--- src/rtl/store_buffer_if.sv ---
`default_nettype none
// +--------------------------------------------------------------------+
// | store_buffer_if : pipeline-side store/load request and data-memory |
// | port bundle for store_buffer.                                      |
// | Revision: 1.0                                                      |
// +--------------------------------------------------------------------+
interface store_buffer_if #(
  parameter int XLEN  = 32,
  parameter int DEPTH = 4
);
  logic                     st_valid;
  logic [XLEN-1:0]          st_addr;
  logic [XLEN-1:0]          st_data;
  logic [2:0]               st_funct3;
  logic                     st_ready;
  logic                     ld_valid;
  logic [XLEN-1:0]          ld_addr;
  logic [2:0]               ld_funct3;
  logic                     ld_stall;
  logic                     mem_WE;
  logic [XLEN-1:0]          mem_A;
  logic [XLEN-1:0]          mem_WD;
  logic [2:0]               mem_AddressingControl;
  logic                     empty;
  logic [$clog2(DEPTH):0]   count;

  modport master (
    output st_valid, st_addr, st_data, st_funct3,
    output ld_valid, ld_addr, ld_funct3,
    input  st_ready, ld_stall,
    input  mem_WE, mem_A, mem_WD, mem_AddressingControl,
    input  empty, count
  );

  modport slave (
    input  st_valid, st_addr, st_data, st_funct3,
    input  ld_valid, ld_addr, ld_funct3,
    output st_ready, ld_stall,
    output mem_WE, mem_A, mem_WD, mem_AddressingControl,
    output empty, count
  );
endinterface
`default_nettype wire

--- src/rtl/store_buffer.sv ---
`default_nettype none
// +--------------------------------------------------------------------+
// | store_buffer : circular FIFO of pending stores sharing one data-    |
// | memory port with loads; loads win unless they overlap a store.     |
// | Revision: 1.0                                                      |
// +--------------------------------------------------------------------+
module store_buffer #(
  parameter int XLEN          = 32,
  parameter int ADDRESS_WIDTH = 16,
  parameter int DEPTH         = 4
) (
  input  logic           clk,
  input  logic           rst,
  store_buffer_if.slave  sb
);

  localparam int C_PTR_W = $clog2(DEPTH);
  localparam int C_CNT_W = C_PTR_W + 1;
  localparam int C_AW    = ADDRESS_WIDTH;

  typedef logic [C_PTR_W-1:0] ptr_t;
  typedef logic [C_CNT_W-1:0] cnt_t;

  logic [XLEN-1:0] addr_q   [DEPTH];
  logic [XLEN-1:0] addr_d   [DEPTH];
  logic [XLEN-1:0] data_q   [DEPTH];
  logic [XLEN-1:0] data_d   [DEPTH];
  logic [2:0]      funct3_q [DEPTH];
  logic [2:0]      funct3_d [DEPTH];

  ptr_t head_q, head_d;
  ptr_t tail_q, tail_d;
  cnt_t count_q, count_d;

  logic w_hit;
  logic w_ld_stall;
  logic w_ld_grant;
  logic w_pop;
  logic w_push;
  logic w_st_ready;
  logic w_st_type_ok;

  function automatic logic [2:0] size_of(input logic [2:0] f);
    case (f[1:0])
      2'b00:   return 3'd1;
      2'b01:   return 3'd2;
      default: return 3'd4;
    endcase
  endfunction

  // Two wrapped ranges intersect iff the start of one lies inside the other.
  function automatic logic ranges_overlap(input logic [C_AW-1:0] a, input logic [2:0] a_sz,
                                          input logic [C_AW-1:0] b, input logic [2:0] b_sz);
    logic [C_AW-1:0] b_minus_a;
    logic [C_AW-1:0] a_minus_b;
    b_minus_a = b - a;
    a_minus_b = a - b;
    return (b_minus_a < {{(C_AW-3){1'b0}}, a_sz}) ||
           (a_minus_b < {{(C_AW-3){1'b0}}, b_sz});
  endfunction

  always_comb begin : p_hit
    ptr_t off;
    off   = '0;
    w_hit = 1'b0;
    for (int i = 0; i < DEPTH; i++) begin
      off = ptr_t'(i) - head_q;
      if (({1'b0, off} < count_q) &&
          ranges_overlap(sb.ld_addr[C_AW-1:0], size_of(sb.ld_funct3),
                         addr_q[i][C_AW-1:0], size_of(funct3_q[i]))) begin
        w_hit = 1'b1;
      end
    end
  end

  always_comb begin
    w_ld_stall   = sb.ld_valid & w_hit;
    w_ld_grant   = sb.ld_valid & ~w_ld_stall;
    w_pop        = ~w_ld_grant & (count_q != '0);
    w_st_ready   = (count_q < cnt_t'(DEPTH));
    w_st_type_ok = ~sb.st_funct3[2] & (sb.st_funct3[1:0] != 2'b11);
    w_push       = sb.st_valid & w_st_ready & w_st_type_ok;

    sb.st_ready              = w_st_ready;
    sb.ld_stall              = w_ld_stall;
    sb.empty                 = (count_q == '0);
    sb.count                 = count_q;
    sb.mem_WE                = 1'b0;
    sb.mem_A                 = '0;
    sb.mem_WD                = '0;
    sb.mem_AddressingControl = 3'b000;
    if (w_ld_grant) begin
      sb.mem_A                 = sb.ld_addr;
      sb.mem_AddressingControl = sb.ld_funct3;
    end else if (w_pop) begin
      sb.mem_WE                = 1'b1;
      sb.mem_A                 = addr_q[head_q];
      sb.mem_WD                = data_q[head_q];
      sb.mem_AddressingControl = funct3_q[head_q];
    end
  end

  always_comb begin
    head_d   = head_q + ptr_t'(w_pop);
    tail_d   = tail_q + ptr_t'(w_push);
    count_d  = count_q + cnt_t'(w_push) - cnt_t'(w_pop);
    addr_d   = addr_q;
    data_d   = data_q;
    funct3_d = funct3_q;
    if (w_push) begin
      addr_d[tail_q]   = sb.st_addr;
      data_d[tail_q]   = sb.st_data;
      funct3_d[tail_q] = sb.st_funct3;
    end
  end

  always_ff @(posedge clk) begin
    if (rst) begin
      head_q  <= '0;
      tail_q  <= '0;
      count_q <= '0;
    end else begin
      head_q  <= head_d;
      tail_q  <= tail_d;
      count_q <= count_d;
    end
  end

  // Payload storage is validated by count, so it carries no reset.
  always_ff @(posedge clk) begin
    addr_q   <= addr_d;
    data_q   <= data_d;
    funct3_q <= funct3_d;
  end

endmodule
`default_nettype wire

--- src/flat_wrapper.sv ---
// flat-port wrapper written by rule: the top's interface ports become plain ports
module store_buffer_flat 
#(
  parameter int XLEN          = 32,
  parameter int ADDRESS_WIDTH = 16,
  parameter int DEPTH         = 4
)
  (clk, rst, sb_st_valid, sb_st_addr, sb_st_data, sb_st_funct3, sb_ld_valid, sb_ld_addr, sb_ld_funct3, sb_st_ready, sb_ld_stall, sb_mem_WE, sb_mem_A, sb_mem_WD, sb_mem_AddressingControl, sb_empty, sb_count);
  store_buffer_if #(.XLEN(XLEN), .DEPTH(DEPTH)) sb_i ();
  input  logic clk;
  input  logic rst;
  input wire logic [$bits(sb_i.st_valid)-1:0] sb_st_valid;
  input wire logic [$bits(sb_i.st_addr)-1:0] sb_st_addr;
  input wire logic [$bits(sb_i.st_data)-1:0] sb_st_data;
  input wire logic [$bits(sb_i.st_funct3)-1:0] sb_st_funct3;
  input wire logic [$bits(sb_i.ld_valid)-1:0] sb_ld_valid;
  input wire logic [$bits(sb_i.ld_addr)-1:0] sb_ld_addr;
  input wire logic [$bits(sb_i.ld_funct3)-1:0] sb_ld_funct3;
  output wire logic [$bits(sb_i.st_ready)-1:0] sb_st_ready;
  output wire logic [$bits(sb_i.ld_stall)-1:0] sb_ld_stall;
  output wire logic [$bits(sb_i.mem_WE)-1:0] sb_mem_WE;
  output wire logic [$bits(sb_i.mem_A)-1:0] sb_mem_A;
  output wire logic [$bits(sb_i.mem_WD)-1:0] sb_mem_WD;
  output wire logic [$bits(sb_i.mem_AddressingControl)-1:0] sb_mem_AddressingControl;
  output wire logic [$bits(sb_i.empty)-1:0] sb_empty;
  output wire logic [$bits(sb_i.count)-1:0] sb_count;
  assign sb_i.st_valid = sb_st_valid;
  assign sb_i.st_addr = sb_st_addr;
  assign sb_i.st_data = sb_st_data;
  assign sb_i.st_funct3 = sb_st_funct3;
  assign sb_i.ld_valid = sb_ld_valid;
  assign sb_i.ld_addr = sb_ld_addr;
  assign sb_i.ld_funct3 = sb_ld_funct3;
  assign sb_st_ready = sb_i.st_ready;
  assign sb_ld_stall = sb_i.ld_stall;
  assign sb_mem_WE = sb_i.mem_WE;
  assign sb_mem_A = sb_i.mem_A;
  assign sb_mem_WD = sb_i.mem_WD;
  assign sb_mem_AddressingControl = sb_i.mem_AddressingControl;
  assign sb_empty = sb_i.empty;
  assign sb_count = sb_i.count;
  store_buffer #(.XLEN(XLEN), .ADDRESS_WIDTH(ADDRESS_WIDTH), .DEPTH(DEPTH)) u_core (.clk(clk), .rst(rst), .sb(sb_i));
endmodule
--- config.mk ---
export PLATFORM = sky130hd
export DESIGN_NAME = store_buffer_flat
export DESIGN_NICKNAME = d
export VERILOG_FILES = /design/src/rtl/store_buffer_if.sv /design/src/rtl/store_buffer.sv /design/src/flat_wrapper.sv
export SDC_FILE = /design/constraint.sdc
export NUM_CORES = 1
export LEC_CHECK = 0
export BUFFER_PORTS_ARGS = -buffer_cell sky130_fd_sc_hd__buf_2
export CORE_ASPECT_RATIO = 1.5
export CORE_MARGIN = 2
export CORE_UTILIZATION = 58
export DETAILED_ROUTE_END_ITERATION = 6
export GPL_ROUTABILITY_DRIVEN = 0
export HOLD_SLACK_MARGIN = 0.12
export PLACE_DENSITY = 0.84
export SYNTH_ARGS = -nofsm -noshare
export SYNTH_HDL_FRONTEND = slang
export SYNTH_SLANG_ARGS = --single-unit
--- constraint.sdc ---
create_clock -name clk -period 12.6 [get_ports clk]
set_input_delay 1.89 -clock clk [delete_from_list [all_inputs] [get_ports clk]]
set_output_delay 1.89 -clock clk [all_outputs]
set_load 0.05 [all_outputs]
==> results by group <==
Pwr
  – Total power: 3.022 mW
  – Power per Cell Area: 152.3 nW/um^2
  – Net Switching: 1.120 mW
  – Flop pwr share: 0.358
  – Comb power frac: 0.385
  – Clock Power Share: 0.258
  – Switching share of total power: 0.3707
  – Max rail drop VDD: 177.6 uV
  – Internal Power: 1.902 mW
  – Leak Pwr: 7.748 nW

Critical path
  – Arr. time, crit path: 6720 ps
  – Worst endpoint required time: 10,710 ps
  – Startpoint Class: input port
  – Crit Path Class: in2out
  – Critical Path Fanout Max: 53
  – Setup crit end kind: primary output

Clocking
  – Post-CTS sizing: 0
  – Hold-fix buffers, CTS: 0
  – Number of CTS-inserted buffers: 24
  – Clock Tree Buf Depth: 3
  – Clock Pin Slew Worst Setup and Hold Paths: 60 ps
  – Post CTS Setup Buffer Count: 0
  – H-tree levels: 1
  – Clock Latency Late Sink: 550 ps
  – CTS sink count: 275
  – CTS tree: yes
  – Root buffer cell: clkbuf_16

Placed design
  – Placed Area: 19,000 um^2
  – Placed cells: 2,008
  – Post-Place Setup Slack: 4048 ps
  – Post-DP HPWL: 35,410 um
  – Buffers added on ports: 179

Cells and area
  – Final nets: 1,894
  – Fin cells: 2,054
  – Final core area utilization: 0.6561
  – Fillers: 2,217
  – P&R area growth vs syn: 11.20%
  – Post-route cell area: 19,850 um^2
  – Layout cells sized above 1: 0.2142

STA
  – Layout Skew: 15.68 ps
  – Crit share post-route: 0.6835
  – Setup TNS: 0 ps
  – Final min period: 8612 ps
  – Rel. slew slack: 0.1261
  – RSZ-0062 raised after global routing: no
  – Max Slew Vio Count: 0
  – Count of final setup violators: 0
  – Hold_ws: 646.4 ps
  – Fmax: 116.1 MHz
  – Smallest setup slack after layout: 3988 ps
  – Fin. Hold Viols: 0
  – Worst Max-Slew Pin Slew: 1304 ps

Synthesis
  – Cell Area, Synth: 17,850 um^2
  – Adder-Cell Fraction of Synth Area: 0.1110
  – Top-area cell type share of the netlist area: 0.4508
  – Count leader, synth: edfxtp_1
  – Area contributors post-synth: edfxtp_1 45%, ha_1 10%, mux4_2 8.5%, a21oi_1 2.9%, inv_1 2.6%
  – Seq/Total Area, Yosys: 0.4587
  – Predominant post-synthesis flop cell: edfxtp_1
  – Distinct cell type count after synthesis: 73
  – Multiplexer area fraction after synthesis: 0.1168
  – Post-synth EDFFs: 268
  – Leading post-synthesis cells by instance count: 268 x edfxtp_1, 144 x ha_1, 124 x inv_1, 105 x a21oi_1, 74 x o21ai_0
  – Seq cells post-synth: 275
  – Mapped Nets: 1,759
  – Synth Instances: 1,500
  – Synth warn: 0
  – Compound-Gate Fraction of Synth Area: 0.1213
  – Synth Area in Simple Gates: 0.1086
  – Largest family of logic cells by synthesized area: compound AO/OA/AOI/OAI gates
  – XOR/XNOR Fraction of Synth Area: 0.03722
  – Mean Syn Cell Area: 11.90 um^2
  – Synth area leader: edfxtp_1
  – Asr flop ratio synth: 0

GRT
  – Vias in the first global route: 13,600
  – Total congestion overflow: 0
  – GRT Resource Usage Total: 0.3107
  – First-pass GRT wire length: 76,270 um
  – Initial antenna violation count: 3
  – Largest net degree at the start of global routing: 68

Outcome
  – Status: complete, no violations

Routing
  – Post-route ant nets: 0
  – Via count: 13,500
  – Final WL: 50,020 um
  – DRC Markers: 0
  – Initial DRC Count: 1,340
  – Via density: 6.573
  – TritonRoute pass-1 iters: 6
  – WL/cell: 24.35 um

Floorplanning
  – Die Wd: 147.2 um
  – Die height: 218.9 um
  – Core Region: 30,250 um^2
  – Initial Util: 0.5900
  – I/O Pins: 180
  – Row count: 78
  – Die ar.: 32,220 um^2

Flow run
  – Max-cap violations: 0

Min path
  – Hold Path Class: reg2reg
## kinds of logic (layout without fill, tap and decap cells)
| logic type | after synthesis | after routing |
|---|---|---|
| flip-flops | 275 | 275 |
| XOR/XNOR | 75 | 75 |
| AO/OA/AOI/OAI | 337 | 337 |
| multiplexers | 115 | 115 |
| adder cells (fa/ha/maj) | 153 | 153 |
| buffers and inverters | 203 | 356 |
| other | 0 | 1 |
| AND/OR/NAND/NOR | 342 | 342 |
## flip-flops by register name, summed over array words and instances (netlist names)
register and count:
u_core.data_q 128, u_core.sb.count 3, u_core.head_q 2, u_core.tail_q 2
u_core.addr_q 128, u_core.funct3_q 12
## power by group through the flow
stage	sequential (mW)	clock, mW	combinational, mW
finish	1.08	0.779	1.16
global placement	1.10	0	1.12
floorplan	1.08	0	0.870
CTS	1.08	0.786	1.15
global route	1.09	0.814	1.23
detailed placement	1.10	0	1.14
## area by class of cell
type | instances | area [um^2] | share of cell area
diodes | 1 | 2.502 | 0.0001261
clock buffers | 28 | 635.6 | 0.03202
clock inverters | 16 | 207.7 | 0.01046
inverters | 124 | 465.4 | 0.02345
multi-input cells | 1022 | 8882 | 0.4475
flip-flops and latches | 275 | 8195 | 0.4129
well taps | 400 | 500.5 | 0.02521
repair buffers | 188 | 960.9 | 0.04841
## path summary, 6_finish.rpt
check / start / end / slack, ps / depth (start not counted)
worst max-delay path: sb_ld_addr[1] / sb_mem_WD[8] / 3990 / 15
worst max register to register: u_core.addr_q[0] / u_core.sb.count[2] / 6640 / 23
worst min register to register: u_core.tail_q[1] / u_core.tail_q[1] / 650 / 2
worst min-delay path: u_core.tail_q[1] / u_core.tail_q[1] / 650 / 2
## cells in the final DEF (no fill, tap or decap), drive strengths merged, types with 11 or more instances in the layout
master / synthesis / routed
a211oi: 11 / 11
nor2: 68 / 68
a21oi: 106 / 106
inv: 124 / 126
a221oi: 11 / 11
xnor2: 41 / 41
mux2i: 28 / 28
a31oi: 14 / 14
o21ai: 77 / 77
a21o: 24 / 24
ha: 144 / 144
nand4: 23 / 23
buf: 23 / 187
nor2b: 32 / 32
nor3: 22 / 22
nor3b: 42 / 42
nand2: 59 / 59
nor4: 11 / 11
mux2: 20 / 20
xor2: 34 / 34
nand2b: 28 / 28
o21bai: 14 / 14
nand3: 26 / 26
edfxtp: 268 / 268
clkbuf: 56 / 29
mux4: 67 / 67
## critical path, stage by stage
cell and delay [ps]:
buf_2 250, inv_1 320, fa_1 640, ha_1 230, a21boi_0 120, o21ai_0 660, nand3_1 150, a2111oi_0 500
nand4_1 140, o32ai_1 260, a311oi_1 130, nor4bb_4 190, buf_4 420, nor3b_1 450, buf_2 340
## routing by layer
layer,GRT usage,wire length (um),part of all wire,vias to the layer above
met5,0,27,0.00054,-
met4,0.2048,3811,0.076,4
met3,0.06071,4426,0.088,239
met2,0.5391,25140,0.50,817
met1,0.3480,16610,0.33,6538
li1,-,-,-,5903
Power figures use the tool's default switching activity.
